[config.mk]
export PLATFORM = sky130hd
export DESIGN_NAME = colour_sense_ctrl
export DESIGN_NICKNAME = d
export VERILOG_FILES = /design/src/rtl/colour_sense_ctrl.sv
export SDC_FILE = /design/constraint.sdc
export NUM_CORES = 1
export LEC_CHECK = 0
export ABC_AREA = 1
export ABC_CLOCK_PERIOD_IN_PS = 2200
export CAP_MARGIN = 20
export CORE_ASPECT_RATIO = 0.6
export CORE_MARGIN = 4
export CORE_UTILIZATION = 30
export DETAILED_ROUTE_END_ITERATION = 16
export GPL_TIMING_DRIVEN = 0
export MAX_ROUTING_LAYER = met4
export PLACE_DENSITY = 0.52
export SYNTH_ARGS = -nofsm -noshare
export SYNTH_HDL_FRONTEND = slang
export SYNTH_SLANG_ARGS = --single-unit
[constraint.sdc]
create_clock -name clk -period 2.2 [get_ports clk]
set_input_delay 0.44 -clock clk [delete_from_list [all_inputs] [get_ports clk]]
set_output_delay 0.44 -clock clk [all_outputs]
set_load 0.02 [all_outputs]
[src/rtl/colour_sense_ctrl.sv]
// colour_sense_ctrl
//
// Runs colour_sensor measurements at a patch node. Collects NSAMP fresh
// results per round, majority-votes them into one debounced colour and hands
// the result to the message module over a valid/ack handshake. A watchdog
// bounds every measurement, so a stalled sensor ends in an error result
// instead of hanging the path controller.
//
// Parameters
//   NSAMP      results collected per vote round (1..7)
//   MAJ        minimum identical results needed to accept a colour (1..NSAMP)
//   MAX_ROUNDS vote rounds tried before reporting no consensus (1..3)
//   TIMEOUT    clk cycles allowed per measurement (21-bit watchdog)
//
// Ports
//   clk          system clock, all state updates on its rising edge
//   reset        synchronous, active-high, overrides everything
//   start        one-cycle request from the path controller
//   color_in     sensor result: 000 white, 001 red, 010 green, 011 blue
//   color_valid  sensor result valid
//   measure      registered one-cycle restart pulse to the sensor
//   color_out    voted colour, 000 on error
//   out_valid    color_out/err valid, held until out_ack
//   out_ack      consumer accepted the result
//   err          qualified by out_valid: timeout or no consensus
//   busy         high in every state except idle

module colour_sense_ctrl #(
  parameter int unsigned NSAMP      = 3,
  parameter int unsigned MAJ        = 2,
  parameter int unsigned MAX_ROUNDS = 2,
  parameter int unsigned TIMEOUT    = 2000000
) (
  input  logic       clk,
  input  logic       reset,
  input  logic       start,
  input  logic [2:0] color_in,
  input  logic       color_valid,
  output logic       measure,
  output logic [2:0] color_out,
  output logic       out_valid,
  input  logic       out_ack,
  output logic       err,
  output logic       busy
);

  typedef enum logic [2:0] {
    StIdle,
    StTrig,
    StWaitLo,
    StWaitHi,
    StVote,
    StOut
  } state_e;

  localparam logic [2:0]  LastIdx   = 3'(NSAMP - 1);
  localparam logic [1:0]  LastRound = 2'(MAX_ROUNDS - 1);
  localparam logic [20:0] WdLimit   = 21'(TIMEOUT - 1);
  localparam logic [2:0]  MajThr    = 3'(MAJ);

  localparam logic [2:0] ColWhite = 3'b000;
  localparam logic [2:0] ColRed   = 3'b001;
  localparam logic [2:0] ColGreen = 3'b010;
  localparam logic [2:0] ColBlue  = 3'b011;

  state_e      state_q, state_d;
  logic [2:0]  idx_q, idx_d;
  logic [1:0]  round_q, round_d;
  logic [20:0] wd_q, wd_d;
  // One tally per colour, indexed by the two-bit colour code (0 = white).
  logic [2:0]  tally_q [4];
  logic [2:0]  tally_d [4];
  logic [2:0]  color_q, color_d;
  logic        err_q, err_d;
  logic        measure_q, out_valid_q, busy_q;

  // Out-of-range sensor codes (1xx) are counted as white.
  logic [1:0]  slot;
  logic        wd_expired;
  logic        win_found;
  logic [2:0]  win_color;

  assign slot       = color_in[2] ? 2'd0 : color_in[1:0];
  assign wd_expired = (wd_q == WdLimit);

  // Priority scan: red, green, blue, then white.
  always_comb begin
    win_found = 1'b0;
    win_color = ColWhite;
    if (tally_q[1] >= MajThr) begin
      win_found = 1'b1;
      win_color = ColRed;
    end else if (tally_q[2] >= MajThr) begin
      win_found = 1'b1;
      win_color = ColGreen;
    end else if (tally_q[3] >= MajThr) begin
      win_found = 1'b1;
      win_color = ColBlue;
    end else if (tally_q[0] >= MajThr) begin
      win_found = 1'b1;
      win_color = ColWhite;
    end
  end

  // Next-state logic.
  always_comb begin
    state_d = state_q;
    idx_d   = idx_q;
    round_d = round_q;
    wd_d    = wd_q;
    tally_d = tally_q;
    color_d = color_q;
    err_d   = err_q;

    unique case (state_q)
      StIdle: begin
        // A color_valid seen here is left over from an earlier measurement.
        if (start) begin
          state_d = StTrig;
          idx_d   = 3'd0;
          round_d = 2'd0;
          for (int i = 0; i < 4; i++) begin
            tally_d[i] = 3'd0;
          end
        end
      end

      StTrig: begin
        wd_d    = 21'd0;
        state_d = StWaitLo;
      end

      StWaitLo: begin
        // Valid must drop first, proving the sensor restarted.
        if (wd_expired) begin
          color_d = ColWhite;
          err_d   = 1'b1;
          state_d = StOut;
        end else begin
          wd_d = wd_q + 21'd1;
          if (!color_valid) begin
            state_d = StWaitHi;
          end
        end
      end

      StWaitHi: begin
        if (wd_expired) begin
          color_d = ColWhite;
          err_d   = 1'b1;
          state_d = StOut;
        end else begin
          wd_d = wd_q + 21'd1;
          if (color_valid) begin
            if (tally_q[slot] != 3'd7) begin
              tally_d[slot] = tally_q[slot] + 3'd1;
            end
            if (idx_q == LastIdx) begin
              state_d = StVote;
            end else begin
              idx_d   = idx_q + 3'd1;
              state_d = StTrig;
            end
          end
        end
      end

      StVote: begin
        if (win_found) begin
          color_d = win_color;
          err_d   = 1'b0;
          state_d = StOut;
        end else if (round_q < LastRound) begin
          round_d = round_q + 2'd1;
          idx_d   = 3'd0;
          for (int i = 0; i < 4; i++) begin
            tally_d[i] = 3'd0;
          end
          state_d = StTrig;
        end else begin
          color_d = ColWhite;
          err_d   = 1'b1;
          state_d = StOut;
        end
      end

      StOut: begin
        // Ack in the very first OUT cycle is accepted as well.
        if (out_ack) begin
          state_d = StIdle;
        end
      end

      default: begin
        state_d = StIdle;
      end
    endcase
  end

  // State and registered outputs. Outputs are derived from the next state so
  // they line up with the state they belong to.
  always_ff @(posedge clk) begin
    if (reset) begin
      state_q     <= StIdle;
      idx_q       <= 3'd0;
      round_q     <= 2'd0;
      wd_q        <= 21'd0;
      for (int i = 0; i < 4; i++) begin
        tally_q[i] <= 3'd0;
      end
      color_q     <= ColWhite;
      err_q       <= 1'b0;
      measure_q   <= 1'b0;
      out_valid_q <= 1'b0;
      busy_q      <= 1'b0;
    end else begin
      state_q     <= state_d;
      idx_q       <= idx_d;
      round_q     <= round_d;
      wd_q        <= wd_d;
      for (int i = 0; i < 4; i++) begin
        tally_q[i] <= tally_d[i];
      end
      color_q     <= color_d;
      err_q       <= err_d;
      measure_q   <= (state_d == StTrig);
      out_valid_q <= (state_d == StOut);
      busy_q      <= (state_d != StIdle);
    end
  end

  assign measure   = measure_q;
  assign color_out = color_q;
  assign err       = err_q;
  assign out_valid = out_valid_q;
  assign busy      = busy_q;

endmodule

== Word-level counts from Yosys, hierarchy flattened ==
Cells that the tools add are included.
Word-level totals
  register bits: 48
  bits in latches: 0
  RAM bits: 0
  memory bits (read-only): 0
  bits of input ports: 8
  output and inout bits: 7
  logic and storage cells: 110
  memories: 0
Cells by class
  add/subtract/negate cells: 4
  multipliers: 0
  div/mod/pow operators: 0
  $lt $le $gt $ge: 7
  eq/ne operators: 20
  shift-type cells: 0
  muxes and demuxes: 52
  bitwise operators: 1
  reduce and logical (&&, ||, !) cells: 13
Operators with widths (count)
  $mux W12: 6
  $mux W3: 21
  $pmux W21 S2: 1
  $pmux W12 S3: 1
  $add A21 B1 Y21 const B: 1
  $eq A21 B21 Y1 const B: 1
  $mux W21: 1
  $pmux W3 S6: 1
  $ne A2 B2 Y1 const B: 8
  $mux W2: 7
  $reduce_and A7 Y1: 2
  $bwmux W12: 1
  $ge A3 B2 Y1 const B: 4
  $eq A3 B2 Y1 const B: 3
  $eq A3 B3 Y1 const B: 3
  $pmux W3 S3: 1
  $mux W1: 7
  $add A3 B1 Y3 const B: 2
  $bmux W3 S2: 1
  $demux W3 S2: 1
  $eq A3 B1 Y1 const B: 2
  $ne A3 B3 Y1 const B: 2
  $pmux W3 S2: 1
  $reduce_bool A2 Y1: 3
  15 further kinds: 16

== Longest topological paths before layout ==
Gate-level depths: netlist (run 1).
  depth after elaboration: 11
  gate-level depth with buffers: 15
  gate-level depth less buffers: 15

== Worst setup path after synthesis (run 1) ==
Ideal clock, no wire load.
  kind: input-to-reg
  start: input port color_in[2]
  end: register tally_q[0] in the netlist's numbering
  setup time: 70 ps
  arrival: 2216 ps
  data required time: 2130 ps
  path slack: -87 ps
  stages on the path: 15
  buffers on the path: 1
  cells stage by stage: inv_1 > nand2_1 > nor2_1 > inv_1 > or2_2 > nand3_1 > inv_1 > ha_1 > ha_1 > nand2_1 > nand4_1 > nor2_2 > buf_4 > nand3_1 > a21oi_1
On the way
  word-level cells in the longest chain between the ends: 11
  elaborated cells on any way between the ends: 19
  those cells by class: add/sub (1); order compare (2); eq/ne (2); mux (11); bitwise (1); reduce/logical (2)
RTL lines
  start, declared: line 37  | input logic [2:0] color_in,
  $mux W2 *: line 83  | assign slot = color_in[2] ? 2'd0 : color_in[1:0];
  $not A2 Y3 (not written as such) *: line 155, 156
  $bmux W3 S2 (tied with other cells): line 155, 156
  $mux W3 (not written as such) or $logic_and A1 B1 Y1 (tied branches): line 155, 156
  $mux W3 (on tied branches): line 155, 156
  $add A3 B1 Y3 or $demux W3 S2 (tied branches): line 156  | tally_d[slot] = tally_q[slot] + 3'd1;
  $bwmux W12: line 156
  $mux W12: line 155  | if (tally_q[slot] != 3'd7) begin
  $mux W12: line 154  | if (color_valid) begin
  $mux W12: line 148  | if (wd_expired) begin
  $pmux W12 S3: line 115  | unique case (state_q)
  end signal, assigned by index: line 222  | tally_q[i] <= tally_d[i];
  end, declared: line 71  | logic [2:0] tally_q [4];
Every way passes the cells marked *; elsewhere a longest branch is shown, timed or not. The select of a mux whose other input is x is not followed.
A chain may end at the register's enable or synchronous reset.

== Final worst setup path (run 1) ==
  start: input port color_in[2]
  end: register tally_q[4] in the netlist's numbering
Same word-level chain as after synthesis.

==> results of run 1 <==
worst max-delay path: stages:
cell     delay (ps)
buf_6            90
inv_2            80
nand2_4          90
nor2_4          110
inv_4            50
or2_4           250
nand3_4          90
inv_2            50
ha_4            150
ha_4            150
nand2_2          70
nand4_1         140
nor2_4          180
buf_6           150
nand3_2          70
a21oi_2         140
synthesized netlist by cell type (2+ instances only):
library cell,instances
nand2_4,3
xnor2_1,2
nor2_1,69
inv_1,36
buf_2,2
or2_2,6
clkbuf_1,3
inv_2,6
ha_1,6
buf_4,2
nand3_1,41
o21ai_1,2
nor2_4,3
nand3_2,2
nand4_1,9
o21ai_0,4
dfxtp_1,47
o22ai_1,4
nand2_2,3
nor3_1,6
a211oi_1,2
a21oi_1,42
nand2_1,98
path summary, 6_finish.rpt:
| check | cells after the start | to | from |
|---|---|---|---|
| max | 16 | tally_q[4] | color_in[2] |
| min reg2reg | 2 | err | err |
| max reg2reg | 11 | wd_q[18] | wd_q[0] |
| min | 2 | err | err |
report_power, final:
part / internal, mW / switching (mW) / total [mW]
logic: 0.156 / 0.289 / 0.444
registers: 0.877 / 0.0171 / 0.894
clock network: 0.410 / 0.319 / 0.728
sequential cells by signal, indices dropped and copies added (netlist names):
register / count
wd_q: 21
tally_q: 12
idx_q: 3
state_q: 3
color_out: 2
round_q: 2
busy: 1
err: 1
measure: 1
out_valid: 1
repair_timing:
| item | 4_1_cts | 5_1_grt |
|---|---|---|
| pin swaps | 15 | 16 |
| setup endpoints to repair | 12 | 15 |
| buffers inserted | 3 | 5 |
| gates cloned | 1 | 0 |
| hold buffers | 0 | 0 |
| gates resized for setup | 37 | 17 |
cell families (layout without fill, tap and decap cells):
kind of cell,Yosys count,after routing,share of synthesized area [%]
and+or+nand+nor,244,244,40.8
DFF,47,47,35.3
other,1,1,0.141
AOI/OAI and AO/OA,60,60,12.3
xor gates and xnor gates,3,3,0.985
adders and majority gates,6,6,2.81
buffers and inverters,50,77,7.69
stage by stage:
stage                     std cells  setup WS (ps)  instance area, um^2  hold slack (ps)
after floorplan                 411           7.98                 2680              436
after global placement          535           -694                 2940              445
after detailed placement        535           -693                 2940              450
after CTS                       545           3.02                 3220              460
after global routing            550          0.293                 3290              499
final                           550            105                 3290              458
layer usage:
metal	routed length, um	global-route usage [%]	vias up
li1	-	-	1397
met1	4310	24.9	1238
met2	2770	20.0	68
met3	521	3.88	10
met4	69	3.73	0
met5	0	-	-
final cells by class:
type	instances	area share [%]
plain buffers	8	1.56
clock buffers	6	3.91
inverters	42	4.86
multi-input cells	314	51.3
flip-flops and latches	47	28.6
well taps	112	4.26
repair buffers	21	5.55
==> results by group, run 1 <==
Status
  – Run status: completed

Setup path
  – CP endpoint kind: register
  – CP Class: in -> reg
  – Critical Path AT: 2310 ps
  – Startpoint types: input port
  – Reg2Reg Setup Slack: 220 ps
  – Worst Path Max Fanout: 5
  – CP Data Required Time: 2420 ps

Global route
  – Vias in the first global route: 2545
  – Congestion Overflow GR: 0
  – Total GRT Usage: 16.0%
  – Initial antenna violation count: 0
  – Largest net degree at the start of global routing: 13
  – Global-route wire length before repair: 12.8 mm

Timing
  – Clk_skew: 7.32 ps
  – Rel. slew slack: 59.6%
  – Max Fclk: 477 MHz
  – Final TNS setup: 0 ps
  – Pin slew with the least headroom to its limit: 607 ps
  – Fin crit share: 95.2%
  – Crit path time final: 2100 ps
  – Pins Over Slew Limit: 0
  – RSZ-0062 raised after global routing: false
  – Final hold violation count: 0
  – Final setup viols: 0

Logic synthesis
  – Synthesized flop and latch total: 47
  – Largest cells by area after synthesis: dfxtp_1 35%, nand2_1 14%, nor2_1 9.7%
  – Area of the mapped netlist: 2670 um^2
  – Post-Syn Area per Cell: 6.49 um^2
  – Distinct cells, synth: 36
  – Yosys top cell area share: 35.3%
  – Synth Instances: 411
  – Mapped Nets: 425
  – Top FF cell, synth: dfxtp_1
  – Area leader, netlist: dfxtp_1
  – Sequential area share after synthesis: 35.3%
  – EDFF count, synth: 0
  – Asr flop ratio synth: 0%
  – Ys Warns: 0

Route
  – Drt first pass iters: 4
  – Wire per inst: 14.0 um
  – Drt total wl: 7.68 mm
  – Residual DRC: 0
  – Post-route ant nets: 0
  – Vias per cell: 4.93
  – DR vias: 2713
  – Initial DRC count: 201

CTS
  – CTS clk-pin slew, worst paths: 60 ps
  – Clock sinks: 47
  – Htree depth: 2
  – Worst-Skew Late Latency: 290 ps
  – CTS buffer count: 5
  – CTS tree: yes
  – Root Buffer: clkbuf_16
  – Max Buffers Root-to-Sink: 2

Finish
  – Proportion of layout cells with a drive suffix above 1: 17.6%
  – Multi-input gate area: 1690 um^2
  – Most common cell after layout, fill and taps aside: nand2_1
  – Post-layout util: 38.3%
  – Antenna diodes: 0
  – Commonest non-fill, non-tap cells in the layout: 93 x nand2_1, 64 x nor2_1, 47 x dfxtp_1
  – Nets: 453
  – FF/Latch Area: 941 um^2
  – FILL cells: 918
  – Area delta synth->final: 23.4%

Floorplan
  – Core area: 8590 um^2
  – Die Y-Extent: 81.1 um
  – Die area: 10500 um^2
  – Num rows: 26
  – Number of I/O pins: 15
  – Chip width: 130 um
  – Initial Utilization: 31.1%

Placed design
  – Hpwl dp: 5.61 mm
  – PortBufs: 12
  – RePlAce Congestion: 0.909

Power and ir drop
  – Power Total: 2.07 mW
  – P_leak: 1.24 nW
  – Power Density: 628 nW/um^2
  – Worst vdd ir: 0.000281 V

Job
  – Maxcap violations: 0

Hold path
  – Min-delay worst type: reg -> reg
Power figures use the tool's default switching activity.
==> run 2, diff against run 1 <==
ABC_CLOCK_PERIOD_IN_PS = 2660   (was 2200)
PLACE_DENSITY = 0.51   (was 0.52)
clock period = 2.66 ns   (was 2.2 ns; I/O delays follow)
==> run 2 against run 1 <==
Cell area shrank 1.4%. Largest cell class unchanged. First-iteration DRC count shrank 2.5%. Clock skew shrank 1.6 ps. Global-route usage shrank 0.45 points. Sequential cell count is the same. Setup slack lost 57 ps. Clock-buffer cell count grew 2. Wire length shrank 0.98%. Register-to-register slack gained 490 ps.
==> results by group, run 2 (same netlist as run 1, synthesis figures left out) <==
Route
  – Post-route ant nets: 0 (unchanged)
  – Vias per cell: 5.05 (+2.4%)
  – Drt first pass iters: 5 (+1)
  – Initial DRC count: 196 (-2.5%)
  – DR vias: 2758 (+1.7%)
  – Drt total wl: 7.60 mm (-0.98%)
  – Wire per inst: 13.9 um (-0.25%)
  – Residual DRC: 0 (unchanged)

Finish
  – Most common cell after layout, fill and taps aside: nand2_1
  – Max reg flops: 21 (unchanged)
  – Reg with most FFs: wd_q
  – Multi-input gate area: 1650 um^2 (-2.4%)
  – FILL cells: 954 (+3.9%)
  – Area delta synth->final: 21.6%
  – Biggest regs: wd_q x21, tally_q x12
  – Commonest non-fill, non-tap cells in the layout: 93 x nand2_1, 65 x nor2_1, 47 x dfxtp_1
  – Antenna diodes: 0 (unchanged)
  – FF/Latch Area: 941 um^2 (unchanged)
  – Post-layout util: 37.8% (-0.55 points)
  – Proportion of layout cells with a drive suffix above 1: 15.0% (-2.6 points)
  – Cell area after layout: 3250 um^2 (-1.4%)
  – Nets: 447 (-1.3%)

Timing
  – Pins Over Slew Limit: 0 (unchanged)
  – Max Fclk: 383 MHz
  – Fin crit share: 98.2%
  – Rel. slew slack: 56.0% (-3.6 points)
  – Final hold violation count: 0 (unchanged)
  – Clk_skew: 5.68 ps (-1.63 ps)
  – Crit path time final: 2610 ps
  – Final setup viols: 0 (unchanged)
  – Pin slew with the least headroom to its limit: 660 ps (+53.6 ps)

Power and ir drop
  – P_leak: 1.23 nW (-0.68%)
  – Power Density: 543 nW/um^2 (-13%)
  – Worst vdd ir: 0.000257 V (-8.8%)

Floorplan
  – Initial Utilization: 31.1% (unchanged)
  – Die Y-Extent: 81.1 um (unchanged)
  – Die area: 10500 um^2 (unchanged)
  – Number of I/O pins: 15 (unchanged)
  – Core area: 8590 um^2 (unchanged)
  – Chip width: 130 um (unchanged)
  – Num rows: 26 (unchanged)

Setup path
  – CP Class: in -> reg
  – Worst Path Max Fanout: 5 (unchanged)
  – Startpoint types: input port
  – CP Data Required Time: 2870 ps (+450 ps)
  – Critical Path AT: 2820 ps (+510 ps)
  – CP endpoint kind: register

Global route
  – Global-route wire length before repair: 12.5 mm (-2.3%)
  – Vias in the first global route: 2454 (-3.6%)
  – Total GRT Usage: 15.5% (-0.45 points)
  – Largest net degree at the start of global routing: 14 (+1)
  – Initial antenna violation count: 0 (unchanged)
  – Congestion Overflow GR: 0 (unchanged)

CTS
  – Root Buffer: clkbuf_16
  – Htree depth: 2 (unchanged)
  – CTS buffer count: 5 (unchanged)
  – CTS clk-pin slew, worst paths: 60 ps (about the same)
  – Clock sinks: 47 (unchanged)
  – CTS tree: yes
  – Max Buffers Root-to-Sink: 2 (unchanged)
  – Worst-Skew Late Latency: 290 ps (about the same)
  – Post-CTS Hold Buffers: 0 (unchanged)

Placed design
  – RePlAce Congestion: 0.876 (-3.6%)
  – PortBufs: 12 (unchanged)
  – Area of placed instances: 2930 um^2 (-0.38%)
  – Hpwl dp: 5.71 mm (+1.9%)

Hold path
  – Min-delay worst type: reg -> reg

Job
  – Maxcap violations: 0 (unchanged)

Status
  – Run status: completed
run 2: changes by cell type in the layout (fill, tap and decap cells not counted), sizes merged:
| cell | change |
|---|---|
| buf | -7 |
| dlymetal6s2s | +2 |
| clkdlybuf4s50 | +1 |
run 2: final timing paths:
check | to | startpoint | slack [ps] | depth (start not counted)
max | tally_q[1] | color_in[2] | 50 | 16
min | err | err | 460 | 2
max reg2reg | wd_q[20] | wd_q[0] | 710 | 11
min reg2reg | err | err | 460 | 2
run 2: area by class of cell:
type / instances / area share, %
clock buffer: 8 / 4.82
sequential: 47 / 29.0
multi-input combinational: 314 / 50.8
inverter: 42 / 4.86
buffer: 8 / 1.58
timing repair buffer: 15 / 4.66
tap: 112 / 4.32
run 2: timing repair:
action | in CTS | in global routing
gates cloned | 0 | 1
buffers inserted | 2 | 0
pin swaps | 6 | 17
setup endpoints to repair | 12 | 12
resized for setup | 6 | 34
run 2: through the flow:
stage	power, mW	worst slack [ps]	setup TNS, ps	hold slack (ps)	std cells
floorplan	0.965	281	0	436	411
global placement	1.06	-486	-5560	447	535
detailed placement	1.06	-512	-5740	449	535
CTS	1.75	15.8	0	459	545
global route	1.85	-25.6	-59.1	502	546
finish	1.76	48.4	0	458	546
run 2: worst max-delay path: stages:
cell and delay (ps):
clkdlybuf4s50_1 410, inv_2 110, nand2_4 90, nor2_4 120, inv_2 70, or2_4 240, nand3_4 90, inv_1 50
ha_2 190, ha_4 160, nand2_2 60, nand4_1 140, nor2_4 210, buf_6 160, nand3_2 70, a21oi_1 130
run 2: layer usage:
metal / GRT usage [%] / up-vias / part of all wire (%)
li1: - / 1391 / -
met1: 25.3 / 1273 / 56
met2: 18.7 / 89 / 36
met3: 3.48 / 5 / 7.8
met4: 2.49 / 0 / 0.53
met5: - / - / 0
run 2: where the power goes:
part | total (mW) | switching [mW] | internal [mW]
logic | 0.359 | 0.233 | 0.125
registers | 0.740 | 0.0145 | 0.725
clock network | 0.664 | 0.263 | 0.401
total | 1.76 | 0.511 | 1.25
